## src/rtl/sar_scan_ctl.sv

```systemverilog
// SAR ADC scan sequencer: round-robin channel pick, S/H reset/sample, MSB-first SAR.
module sar_scan_ctl #(
  parameter int unsigned N_CHNL = 14,
  parameter int unsigned DAC_W  = 10,
  parameter int unsigned T_RST  = 2,
  parameter int unsigned T_GAP  = 1,
  parameter int unsigned T_SMP  = 8,
  parameter int unsigned T_BIT  = 4
) (
  input  logic                      clk,
  input  logic                      rstz,
  input  logic                      scan_en,
  input  logic                      oneshot,
  input  logic [N_CHNL-1:0]         chn_mask,
  input  logic                      comp_i,
  output logic [N_CHNL-1:0]         dac_sel,
  output logic                      sh_rst,
  output logic                      sh_hold,
  output logic [DAC_W-1:0]          dac_code,
  output logic                      busy,
  output logic                      res_vld,
  output logic [$clog2(N_CHNL)-1:0] res_chn,
  output logic [DAC_W-1:0]          res_dat,
  output logic                      scan_done
);

  localparam int unsigned CW     = $clog2(N_CHNL);
  localparam int unsigned BW     = (DAC_W > 1) ? $clog2(DAC_W) : 1;
  localparam int unsigned T_MAX1 = (T_RST > T_GAP) ? T_RST : T_GAP;
  localparam int unsigned T_MAX2 = (T_SMP > T_BIT) ? T_SMP : T_BIT;
  localparam int unsigned T_MAX  = (T_MAX1 > T_MAX2) ? T_MAX1 : T_MAX2;
  localparam int unsigned TW     = $clog2(T_MAX);

  typedef enum logic [2:0] {
    S_IDLE, S_PICK, S_RST, S_GAP, S_SMP, S_CONV, S_DONE
  } state_t;

  state_t              state_q, state_d;
  logic [TW-1:0]       cnt_q, cnt_d;
  logic [BW-1:0]       bit_q, bit_d;
  logic [CW-1:0]       ptr_q, ptr_d;
  logic [DAC_W-1:0]    kept_q, kept_d;
  logic                done_q, done_d;
  logic                comp_meta_q, comp_s_q;

  logic [N_CHNL-1:0]   dac_sel_q, dac_sel_d;
  logic                sh_rst_q, sh_rst_d;
  logic                sh_hold_q, sh_hold_d;
  logic [DAC_W-1:0]    dac_code_q, dac_code_d;
  logic                busy_q, busy_d;
  logic                res_vld_q, res_vld_d;
  logic [CW-1:0]       res_chn_q, res_chn_d;
  logic [DAC_W-1:0]    res_dat_q, res_dat_d;

  logic                pick_found;
  logic [CW-1:0]       pick_idx;
  logic [CW-1:0]       cand;
  logic [N_CHNL-1:0]   le_mask;
  logic                mask_above;

  // Two-flop synchroniser for the asynchronous comparator output
  always_ff @(posedge clk or negedge rstz) begin
    if (!rstz) begin
      comp_meta_q <= 1'b0;
      comp_s_q    <= 1'b0;
    end else begin
      comp_meta_q <= comp_i;
      comp_s_q    <= comp_meta_q;
    end
  end

  // Round-robin search: first set mask bit above the pointer, with wrap
  always_comb begin
    pick_found = 1'b0;
    pick_idx   = ptr_q;
    cand       = '0;
    for (int unsigned i = 1; i <= N_CHNL; i++) begin
      cand = CW'((32'(ptr_q) + i) % N_CHNL);
      if (!pick_found && chn_mask[cand]) begin
        pick_found = 1'b1;
        pick_idx   = cand;
      end
    end
  end

  // Pass is complete when no enabled channel lies above the pointer
  always_comb begin
    le_mask    = (N_CHNL'(2) << ptr_q) - N_CHNL'(1);
    mask_above = |(chn_mask & ~le_mask);
  end

  // Next-state, SAR decision and registered-output computation
  always_comb begin
    state_d = state_q;
    cnt_d   = cnt_q;
    bit_d   = bit_q;
    ptr_d   = ptr_q;
    kept_d  = kept_q;
    done_d  = done_q & scan_en;

    unique case (state_q)
      S_IDLE: if (scan_en && (|chn_mask) && !done_q) state_d = S_PICK;
      S_PICK: begin
        if (pick_found) begin
          ptr_d   = pick_idx;
          kept_d  = '0;
          cnt_d   = '0;
          state_d = S_RST;
        end else begin
          state_d = S_IDLE;
        end
      end
      S_RST: begin
        if (cnt_q == TW'(T_RST - 1)) begin
          cnt_d   = '0;
          state_d = S_GAP;
        end else cnt_d = cnt_q + TW'(1);
      end
      S_GAP: begin
        if (cnt_q == TW'(T_GAP - 1)) begin
          cnt_d   = '0;
          state_d = S_SMP;
        end else cnt_d = cnt_q + TW'(1);
      end
      S_SMP: begin
        if (cnt_q == TW'(T_SMP - 1)) begin
          cnt_d   = '0;
          bit_d   = BW'(DAC_W - 1);
          state_d = S_CONV;
        end else cnt_d = cnt_q + TW'(1);
      end
      S_CONV: begin
        if (cnt_q == TW'(T_BIT - 1)) begin
          cnt_d = '0;
          if (comp_s_q) kept_d = kept_q | (DAC_W'(1) << bit_q);
          if (bit_q == '0) state_d = S_DONE;
          else             bit_d   = bit_q - BW'(1);
        end else cnt_d = cnt_q + TW'(1);
      end
      S_DONE: begin
        if (!scan_en) begin
          state_d = S_IDLE;
        end else if (oneshot && !mask_above) begin
          done_d  = 1'b1;
          state_d = S_IDLE;
        end else begin
          state_d = S_PICK;
        end
      end
      default: state_d = S_IDLE;
    endcase

    dac_sel_d  = (state_d == S_SMP) ? (N_CHNL'(1) << ptr_d) : '0;
    sh_rst_d   = (state_d == S_RST);
    sh_hold_d  = (state_d != S_SMP);
    dac_code_d = (state_d == S_CONV) ? (kept_d | (DAC_W'(1) << bit_d)) : '0;
    busy_d     = (state_d != S_IDLE);
    res_vld_d  = (state_d == S_DONE);
    res_chn_d  = res_chn_q;
    res_dat_d  = res_dat_q;
    if (state_d == S_DONE) begin
      res_chn_d = ptr_d;
      res_dat_d = kept_d;
    end
  end

  // State, datapath and output registers
  always_ff @(posedge clk or negedge rstz) begin
    if (!rstz) begin
      state_q    <= S_IDLE;
      cnt_q      <= '0;
      bit_q      <= '0;
      ptr_q      <= CW'(N_CHNL - 1);
      kept_q     <= '0;
      done_q     <= 1'b0;
      dac_sel_q  <= '0;
      sh_rst_q   <= 1'b0;
      sh_hold_q  <= 1'b1;
      dac_code_q <= '0;
      busy_q     <= 1'b0;
      res_vld_q  <= 1'b0;
      res_chn_q  <= '0;
      res_dat_q  <= '0;
    end else begin
      state_q    <= state_d;
      cnt_q      <= cnt_d;
      bit_q      <= bit_d;
      ptr_q      <= ptr_d;
      kept_q     <= kept_d;
      done_q     <= done_d;
      dac_sel_q  <= dac_sel_d;
      sh_rst_q   <= sh_rst_d;
      sh_hold_q  <= sh_hold_d;
      dac_code_q <= dac_code_d;
      busy_q     <= busy_d;
      res_vld_q  <= res_vld_d;
      res_chn_q  <= res_chn_d;
      res_dat_q  <= res_dat_d;
    end
  end

  assign dac_sel   = dac_sel_q;
  assign sh_rst    = sh_rst_q;
  assign sh_hold   = sh_hold_q;
  assign dac_code  = dac_code_q;
  assign busy      = busy_q;
  assign res_vld   = res_vld_q;
  assign res_chn   = res_chn_q;
  assign res_dat   = res_dat_q;
  assign scan_done = done_q;

endmodule

```

## config.mk

```make
export PLATFORM = sky130hd
export DESIGN_NAME = sar_scan_ctl
export DESIGN_NICKNAME = d
export VERILOG_FILES = /design/src/rtl/sar_scan_ctl.sv
export SDC_FILE = /design/constraint.sdc
export NUM_CORES = 1
export LEC_CHECK = 0
export CORE_MARGIN = 3
export CORE_UTILIZATION = 30
export DETAILED_ROUTE_END_ITERATION = 8
export PLACE_DENSITY_LB_ADDON = 0.05
export SETUP_SLACK_MARGIN = 0.05
export SYNTH_ARGS = -nofsm -noshare
export SYNTH_HDL_FRONTEND = slang
export SYNTH_SLANG_ARGS = --single-unit
```

## constraint.sdc

```tcl
create_clock -name clk -period 6.6 [get_ports clk]
set_input_delay 1.65 -clock clk [delete_from_list [all_inputs] [get_ports clk]]
set_output_delay 1.65 -clock clk [all_outputs]
set_load 0.02 [all_outputs]
```

==> run metrics <==
RSZ-0062 raised after global routing no; Setup crit end kind register; HP Start comp_meta_q; Vias 8827; Worst EP arrival 6.40 ns; CP required between 6 and 7 ns; First-pass DRT Iterations 5; fin crit period 6.14 ns; # diodes 0; Synth async-reset ratio 1.00; nets 1235; Worst R2R Start ptr_q[2]; fmax 163 MHz; gpl congestion between 0.9 and 1; register bit total from synthesis 69; clock latency on the worst-skew pair 0.33 ns; Primary FF master, synth dfrtp_1; most frequent cells in the layout nor2_1 (96), a21oi_1 (85), nand2_1 (82), dfrtp_1 (64), ha_1 (61); Yosys top cell by area dfrtp_1; H-tree Lvls 3; max cap viols 0; Avg Cell Area, Syn just over 8 um^2; initial antenna violation count 0; Routed WL per cell 21.3 um; Slew Limit Fails 0; CTS tree built; status complete, no violations; Rows 61; grt ovf 0; initial core utilization 0.309; worst reg2reg path depth 20; WHS Path Cells 0; share of cells above drive strength 1 0.136; CTS Buffer Depth 2; DIE AREA 0.0313 mm^2; final wirelength approximately 33000 um; post-route DRC violation count 0; Cells after Synth 1089; Lkg Pwr 4.15 nW; Top Ports 62; Fin. Hold Viols 0; met1 GRT Util 0.308; switch share 0.241; Worst Tran Pin Value 1.07 ns; worst hold slack 0.377 ns; met2 Usage GRT 0.324; Seq/Total Area, Yosys 0.198; hold path endpoint comp_s_q; Slew Limit Headroom 0.276; vias per cell around 5.7; met3 Use GR 0.0247; Post-Syn Nets between 1k and 1.5k; setup violators final 0; CTS resizes 0; hold_buf cts 0; RR Endpoint dac_code[9]; Die W 177 um; HP Class reg2reg; total CTS buffers 9; vias in the first global route between 8k and 9k; placed inst area 0.00992 mm^2; period utilisation layout 0.931; post-CTS setup buffers 0; Reg2Reg Setup Slack 0.46 ns; Psw between 0.2 and 0.3 mW; PwrDens 104 mW/mm^2; Post-DRT Antenna Nets 0; Clock Pin Slew Worst Setup and Hold Paths about 0.060 ns; GRT busiest layer met2; dpl hpwl ~26000 um; Root Driver clkbuf_16; Area growth, synth to finish 16.9%; Crit Path Max Fanout 22; CTS Sinks 69; post-synth cell types 112; clock power share 0.489; drt initial violations 758; combinational share of power 0.114; first-pass GRT wire length 50600 um; EDFF count, synth 0; Netlist Area Pre-Place 0.00876 mm^2; Setup Total Neg Slack 0 ns; Final Cell Area 0.0102 mm^2; Sequential Power Share 0.397; GRT Util Overall 0.207; WS Path Type reg2reg; commonest non-fill, non-tap cell in the layout nor2_1; post-layout total power 1.07 mW; VDD IR max 0.000126 V; die height about 180 um; synth top area cells dfrtp_1 (19%), ha_1 (8.7%), mux2i_1 (5.3%); largest net degree at the start of global routing 70; Ys Warns 0; port bufs 61; Fin Clk Skew 0.00721 ns; post-synth top area share 0.186; CP Launch Type register; Pint 0.811 mW; fill count roughly 3k; core area between 0.02 and 0.03 mm^2
[critical path, stage by stage, from the launching register on]
cell      delay [ns]
dfstp_2         0.53
clkinv_1        0.58
ha_1            0.55
nand2_1         0.07
and2_1          0.32
clkinv_1        0.28
ha_1            0.34
nand2b_1        0.15
or2_2           0.28
or3_1           0.36
a32oi_2         0.21
buf_4           0.20
mux2i_1         0.21
mux2i_1         0.14
a211oi_1        0.37
nor3b_1         0.33
nand3_1         0.21
and2_1          0.27
buf_4           0.22
nor2_1          0.24
o21a_1          0.19
[cell type report]
| class | instances | area [um^2] | share of cell area |
|---|---|---|---|
| clock buffers | 11 | 243 | 0.0237 |
| clock inverters | 5 | 83.8 | 0.00818 |
| inverters | 45 | 169 | 0.0165 |
| multi-input cells | 920 | 6570 | 0.641 |
| flip-flops and latches | 69 | 1730 | 0.169 |
| well taps | 378 | 473 | 0.0462 |
| repair buffers | 110 | 976 | 0.0952 |
[kinds of logic after synthesis]
logic type | count (synthesis) | share of synthesized area
compound gates | 369 | 0.302
xor+xnor | 28 | 0.0323
fa+ha+maj | 61 | 0.0871
buf+inv | 100 | 0.0528
flops | 69 | 0.198
mux | 76 | 0.0992
simple gates | 386 | 0.229
[state kept, by name, summed over array words and instances (netlist names), 3 cells and up]
signal and flops:
res_dat 10, bit_q 4, dac_sel 14, res_chn 4, cnt_q 3, kept_q 10
state_q 3, dac_code 10, ptr_q 4
[cell usage after synthesis, types with 6 or more instances]
master,count
nor3b_1,14
o2111ai_1,6
o21ai_0,54
ha_1,61
a31oi_1,20
inv_1,41
nor2b_1,18
nor4_1,9
nand4_1,9
nor3_1,32
nor2_1,96
xnor2_1,16
nand3b_1,6
or2_2,12
a21oi_1,85
nand4b_1,6
o21a_1,18
and2_1,15
or3_1,11
a211o_1,8
nand2_1,82
a21boi_0,7
o31a_1,7
clkbuf_1,27
nand3_1,24
o211ai_1,14
nand2b_1,17
o22ai_1,11
buf_6,6
mux2i_1,46
buf_2,15
mux2_2,23
xor2_1,7
a211oi_2,6
a21o_1,11
o31ai_1,15
and3_1,11
dfrtp_1,65
o21ai_1,7
a211oi_1,10
[power by group through the flow]
stage	clock, mW	combinational (mW)	sequential [mW]
2_1_floorplan	0	0.0600	0.432
3_3_place_gp	0	0.121	0.432
3_5_place_dp	0	0.120	0.432
4_1_cts	0.540	0.120	0.424
5_1_grt	0.558	0.131	0.424
6_report	0.523	0.122	0.424
[metal layers]
metal	up-vias	wire, um
li1	4255	-
met1	4291	16200
met2	260	14400
met3	21	1760
met4	0	442
met5	-	0
[metrics by stage]
stage,instances,util,setup slack [ns]
after global placement,1522,0.350,0.500
final,1538,0.362,0.457
after global routing,1538,0.362,0.0552
after CTS,1538,0.362,0.505
after floorplan,1089,-,0.295
after detailed placement,1522,0.350,0.538
[how the worst max path moves through the flow]
stage              from     endpoint
6_report       ptr_q[2]  dac_code[9]
5_1_grt        ptr_q[2]   dac_sel[6]
4_1_cts        ptr_q[2]  dac_code[9]
3_5_place_dp   ptr_q[2]   dac_sel[6]
3_3_place_gp   ptr_q[2]     ptr_q[1]
2_1_floorplan  ptr_q[1]  dac_sel[12]
Note: power is estimated with default switching activity, not from simulation.
